--- src/rtl/matr_pkg.sv ---
// Shared definitions for the matr sequencer.
// Holds the default geometry, the MATR instruction encoding and the
// sequencer state enum.
package matr_pkg;

    localparam int unsigned DefaultN     = 3;
    localparam int unsigned DefaultDataW = 32;
    localparam int unsigned DefaultIdxW  = 2;

    // Encoding of `matr rd, rs1, rs2` as issued by the program.
    localparam logic [6:0] MatrOpcode = 7'b0110011;
    localparam logic [6:0] MatrFunct7 = 7'b0000000;
    localparam logic [2:0] MatrFunct3 = 3'b001;

    typedef enum logic [2:0] {
        StIdle,
        StRdA,
        StRdB,
        StMac,
        StWrC,
        StDone
    } matr_state_e;

endpackage

--- src/rtl/matr_addr_gen.sv ---
// Combinational element address: base + ((row * N + col) << 2).
// Ports:
//   base  byte address of element [0][0]
//   row   row index
//   col   column index
//   addr  byte address of element [row][col], wraps mod 2^ADDR_W
module matr_addr_gen #(
    parameter int unsigned N      = 3,
    parameter int unsigned ADDR_W = 32,
    parameter int unsigned IDX_W  = 2
) (
    input  logic [ADDR_W-1:0] base,
    input  logic [IDX_W-1:0]  row,
    input  logic [IDX_W-1:0]  col,
    output logic [ADDR_W-1:0] addr
);

    logic [ADDR_W-1:0] word_idx;

    assign word_idx = ADDR_W'(row) * ADDR_W'(N) + ADDR_W'(col);
    assign addr     = base + (word_idx << 2);

endmodule

--- src/rtl/matr_seq.sv ---
// Multi-cycle sequencer for `matr rd, rs1, rs2`: C = A x B on N x N
// row-major word matrices in data memory. While busy it owns the
// data-memory port and freezes the pipeline; it ends with a one-cycle done.
// Ports:
//   clk_50, rst_n        clock, async active-low reset
//   start                instruction issued (sampled in idle only)
//   base_a/base_b/base_c byte addresses of A, B, C
//   stall                pipeline freeze = start | busy
//   busy                 sequencer active / data-memory mux select
//   done                 completion pulse
//   mem_addr/rd/wr/wdata data-memory request, mem_rdata 1-cycle read data
module matr_seq
    import matr_pkg::*;
#(
    parameter int unsigned N      = DefaultN,
    parameter int unsigned DATA_W = DefaultDataW,
    parameter int unsigned ADDR_W = 32,
    parameter int unsigned IDX_W  = DefaultIdxW
) (
    input  logic              clk_50,
    input  logic              rst_n,
    input  logic              start,
    input  logic [ADDR_W-1:0] base_a,
    input  logic [ADDR_W-1:0] base_b,
    input  logic [ADDR_W-1:0] base_c,
    output logic              stall,
    output logic              busy,
    output logic              done,
    output logic [ADDR_W-1:0] mem_addr,
    output logic              mem_rd,
    output logic              mem_wr,
    output logic [DATA_W-1:0] mem_wdata,
    input  logic [DATA_W-1:0] mem_rdata
);

    localparam logic [IDX_W-1:0] IdxLast = IDX_W'(N - 1);
    localparam logic [IDX_W-1:0] IdxOne  = IDX_W'(1);

    matr_state_e state_q, state_d;
    logic [IDX_W-1:0]  i_q, i_d, j_q, j_d, k_q, k_d;
    logic [DATA_W-1:0] acc_q, acc_d, a_reg_q, a_reg_d;
    logic [ADDR_W-1:0] base_a_q, base_a_d, base_b_q, base_b_d, base_c_q, base_c_d;
    logic [ADDR_W-1:0] addr_q, addr_d;
    logic [ADDR_W-1:0] addr_a, addr_b, addr_c;

    matr_addr_gen #(.N(N), .ADDR_W(ADDR_W), .IDX_W(IDX_W)) u_addr_a (
        .base (base_a_q),
        .row  (i_q),
        .col  (k_q),
        .addr (addr_a)
    );

    matr_addr_gen #(.N(N), .ADDR_W(ADDR_W), .IDX_W(IDX_W)) u_addr_b (
        .base (base_b_q),
        .row  (k_q),
        .col  (j_q),
        .addr (addr_b)
    );

    matr_addr_gen #(.N(N), .ADDR_W(ADDR_W), .IDX_W(IDX_W)) u_addr_c (
        .base (base_c_q),
        .row  (i_q),
        .col  (j_q),
        .addr (addr_c)
    );

    assign busy      = (state_q != StIdle);
    assign stall     = start | busy;
    assign mem_wdata = acc_q;

    always_comb begin
        state_d  = state_q;
        i_d      = i_q;
        j_d      = j_q;
        k_d      = k_q;
        acc_d    = acc_q;
        a_reg_d  = a_reg_q;
        base_a_d = base_a_q;
        base_b_d = base_b_q;
        base_c_d = base_c_q;
        addr_d   = addr_q;
        mem_addr = addr_q; // held while idle/done
        mem_rd   = 1'b0;
        mem_wr   = 1'b0;
        done     = 1'b0;

        unique case (state_q)
            StIdle: begin
                if (start) begin
                    base_a_d = base_a;
                    base_b_d = base_b;
                    base_c_d = base_c;
                    i_d      = '0;
                    j_d      = '0;
                    k_d      = '0;
                    acc_d    = '0;
                    state_d  = StRdA;
                end
            end
            StRdA: begin
                mem_rd   = 1'b1;
                mem_addr = addr_a;
                addr_d   = addr_a;
                state_d  = StRdB;
            end
            StRdB: begin
                mem_rd   = 1'b1;
                mem_addr = addr_b;
                addr_d   = addr_b;
                a_reg_d  = mem_rdata; // A word from the RD_A request
                state_d  = StMac;
            end
            StMac: begin
                // mem_rdata now carries the B word; truncation makes this sign-agnostic.
                acc_d = acc_q + a_reg_q * mem_rdata;
                if (k_q == IdxLast) begin
                    state_d = StWrC;
                end else begin
                    k_d     = k_q + IdxOne;
                    state_d = StRdA;
                end
            end
            StWrC: begin
                mem_wr   = 1'b1;
                mem_addr = addr_c;
                addr_d   = addr_c;
                k_d      = '0;
                acc_d    = '0;
                if (j_q < IdxLast) begin
                    j_d     = j_q + IdxOne;
                    state_d = StRdA;
                end else if (i_q < IdxLast) begin
                    j_d     = '0;
                    i_d     = i_q + IdxOne;
                    state_d = StRdA;
                end else begin
                    state_d = StDone;
                end
            end
            StDone: begin
                done    = 1'b1;
                state_d = StIdle;
            end
            default: begin
                state_d = StIdle;
            end
        endcase
    end

    always_ff @(posedge clk_50 or negedge rst_n) begin
        if (!rst_n) begin
            state_q  <= StIdle;
            i_q      <= '0;
            j_q      <= '0;
            k_q      <= '0;
            acc_q    <= '0;
            a_reg_q  <= '0;
            base_a_q <= '0;
            base_b_q <= '0;
            base_c_q <= '0;
            addr_q   <= '0;
        end else begin
            state_q  <= state_d;
            i_q      <= i_d;
            j_q      <= j_d;
            k_q      <= k_d;
            acc_q    <= acc_d;
            a_reg_q  <= a_reg_d;
            base_a_q <= base_a_d;
            base_b_q <= base_b_d;
            base_c_q <= base_c_d;
            addr_q   <= addr_d;
        end
    end

endmodule

--- config.mk ---
export PLATFORM = sky130hd
export DESIGN_NAME = matr_seq
export DESIGN_NICKNAME = d
export VERILOG_FILES = /design/src/rtl/matr_pkg.sv /design/src/rtl/matr_addr_gen.sv /design/src/rtl/matr_seq.sv
export SDC_FILE = /design/constraint.sdc
export NUM_CORES = 2
export LEC_CHECK = 0
export CAP_MARGIN = 0
export CORE_AREA = 5 5 284 286
export CTS_BUF_LIST = sky130_fd_sc_hd__clkbuf_8
export DETAILED_ROUTE_END_ITERATION = 8
export DIE_AREA = 0 0 289 291
export PLACE_DENSITY = 0.57
export SKIP_LAST_GASP = 1
export SLEW_MARGIN = 15
export SYNTH_ARGS = -nofsm -noshare
export SYNTH_HDL_FRONTEND = slang
export SYNTH_SLANG_ARGS = --single-unit
--- constraint.sdc ---
create_clock -name clk_50 -period 12.9 [get_ports clk_50]
set_clock_uncertainty 0.05 [all_clocks]
set_input_delay 1.935 -clock clk_50 [delete_from_list [all_inputs] [get_ports clk_50]]
set_output_delay 1.935 -clock clk_50 [all_outputs]
set_load 0.1 [all_outputs]
==> reports/qor.yml <==
grt_remaining_overflow: 0
synth.top_cell.area_share_pct: 33.1
postCtsSetupRepairBufs: 0
slew_headroom_pct: 23.4
synth_seq_cells: 201
fmax_mhz: 110
tritoncts: "built"
syn_area_per_cell_um2: 9.35
synth-xor-area-share_pct: 5.50
drt_first_iter_violations: 901
timing.rr.start: "a_reg_q[8]$_DFFE_PN0P_"
nNetsFinal: 3730
yosysWarningCount: 0
clock-sinks: 201
finalSetupTns_ns: 0
grt_usage_pct: 19.1
die_x_um: 289
io_buffers: 199
async_reset_ff_share_pct: 100
layout-drive-gt1-share_pct: 6.91
ys_seq_area_share_pct: 18.7
clk_path_buf_depth: 3
syn_inst: 2876
yosys-top-cells-area: "fa_1 33%, dfrtp_1 19%, and2_1 7.5%, inv_1 7.5%, ha_1 6.8%"
place_inst: 4016
grt_pass1_wl_um: 126000
worstSetupStartpoint: "mem_rdata[7]"
tightest_slew_ns: 1.15
finalHoldViolCount: 0
rsz0062_at_grt: "no"
cts_resized: 0
clock_tree.root_cell: "clkbuf_8"
postCtsHoldBufs: 0
die_area_um2: 84100
hold_start: "a_reg_q[3]$_DFFE_PN0P_"
cts_max_level: 2
end_kind: "flop"
timing.final.crit_period_ns: 9.11
grt_antenna_before_repair: 10
arrival_ns: 9.50
finalNonFillerCells: 4094
synthSimpleGateAreaFrac_pct: 16.7
clock_latency_ns: 0.60
area.growth.synth_to_final_pct: 14.5
first_pass_iters: 5
cp.required_ns: 13.29
die_h_um: 291
worstSetupPathType: "in2reg"
syn_area_um2: 26900
cap_violations: 0
synth_adder_area_share_pct: 40.0
dpl-instance-area_um2: 29900
wl_per_cell_um: 19.2
path_max_fanout: 26
post-dp-hpwl_um: 60000
synthMostInstantiatedCell: "inv_1"
grt_max_degree: 81
post-route-cell-area_um2: 30800
rows: 103
gp_congestion: 0.868
clk_pin_slew_ns: 0.06
postRouteWirelength_um: 78400
whs_ns: 0.425
hp-class: "reg2reg"
setup_viol: 0
ant_nets: 0
initial_core_util_pct: 34.4
vias: 19800
via_per_inst: 4.84
cts_buffers: 39
ios: 200
status: "finished clean"
ys_dominant_reg_cell: "dfrtp_1"
muxShareOfSynthArea_pct: 3.68
grt_pass1_vias: 21500
core_area_um2: 78100
netlist-cell-type-count: 63
syn-num-nets: 3599
route.detailed.drc: 0
synth_compound_area_share_pct: 5.98
finalMaxSlewViolations: 0
r2r_cells: 23
synth_top_family_by_area: "adder cells"
synth_top_area_cell: "fa_1"
cp-start-kind: "primary input"
fin_crit_sh_pct: 70.6
synth_edf_count: 0
synth_top_cells_by_count: "534 x inv_1, 445 x fa_1, 396 x nand2_1"
min_path_cells: 2
[cell type report]
class                   instances  area [um2]
fillers                      8025       47300
multi-input cells            1998       19300
flip-flops and latches        201        5030
repair buffers                233        2250
inverters                     534        2000
well taps                    1050        1310
clock buffers                  50         688
clock inverters                22         163
diodes                          6        15.0
[per-stage QoR]
| step | utilization [%] | worst slack, ns |
|---|---|---|
| floorplan | - | 4.31 |
| global placement | 38.3 | 3.18 |
| detailed placement | 38.3 | 3.08 |
| CTS | 39.4 | 3.71 |
| global route | 39.4 | 3.49 |
| finish | 39.4 | 3.79 |
[logic make-up after synthesis]
family | Yosys count
AOI/OAI and AO/OA | 242
adders and majority gates | 592
DFF | 201
muxes | 88
and+or+nand+nor | 907
buffers and inverters | 677
xor gates and xnor gates | 169
[critical path: stages]
cell,delay [ns]
clkdlybuf4s50_1,1.20
and2_1,0.26
fa_1,0.43
fa_1,0.49
fa_1,0.52
inv_1,0.05
fa_1,0.47
inv_1,0.05
fa_1,0.49
inv_1,0.05
fa_1,0.53
inv_1,0.05
fa_1,0.47
inv_1,0.05
fa_1,0.48
inv_1,0.05
ha_1,0.31
and3_1,0.24
nand3_1,0.12
o22ai_1,0.08
a211oi_1,0.30
o221ai_1,0.22
o21ai_1,0.23
o21ai_0,0.15
xnor2_1,0.16
o21ai_1,0.08
[state kept, by name, summed over array words and instances (netlist names), 3 cells and up]
register	count
a_reg_q	32
addr_q	32
base_a_q	32
base_b_q	32
base_c_q	32
mem_wdata	32
state_q	3
[layout by cell type (no fill, tap or decap), types with 7 or more instances in the layout]
cell type | netlist | final
inv_1 | 534 | 546
fa_1 | 445 | 445
nand2_1 | 396 | 394
and2_1 | 324 | 324
dfrtp_1 | 201 | 201
clkdlybuf4s50_1 | 0 | 197
ha_1 | 147 | 147
xnor2_1 | 118 | 118
mux2_2 | 87 | 87
nor2_1 | 73 | 72
o21ai_0 | 70 | 70
xor2_1 | 51 | 51
clkbuf_8 | 0 | 50
a21oi_1 | 46 | 45
nand3_1 | 40 | 40
buf_4 | 0 | 34
a21o_1 | 20 | 20
o22ai_1 | 15 | 15
nor2b_1 | 14 | 13
and3_1 | 13 | 13
nand4_1 | 13 | 13
a22oi_1 | 12 | 12
nor3_1 | 11 | 11
o21a_1 | 9 | 9
o211ai_1 | 7 | 7
a31oi_1 | 7 | 7
[path summary, 6_finish.rpt]
check,endpoint,slack (ns)
max,mem_wdata[31]$_DFFE_PN0P_,3.79
max reg2reg,mem_wdata[31]$_DFFE_PN0P_,5.28
max in group asynchronous,addr_q[12]$_DFF_PN0_,9.45
min reg2reg,a_reg_q[3]$_DFFE_PN0P_,0.42
min,a_reg_q[3]$_DFFE_PN0P_,0.42
min in group asynchronous,base_a_q[0]$_DFFE_PN0P_,1.28
[routing by layer]
metal / vias up / wire length (um) / part of all wire (%) / GRT usage, %
met5: - / 46 / 0.059 / 0
met4: 8 / 1860 / 2.4 / 4.32
met3: 118 / 4980 / 6.3 / 4.06
met2: 494 / 38000 / 48 / 32.3
met1: 10200 / 33600 / 43 / 25.3
li1: 9015 / - / - / -
Power is left out: the tool's default activity adds up to more than one toggle a clock period on the data nets, which glitch-free logic cannot reach.
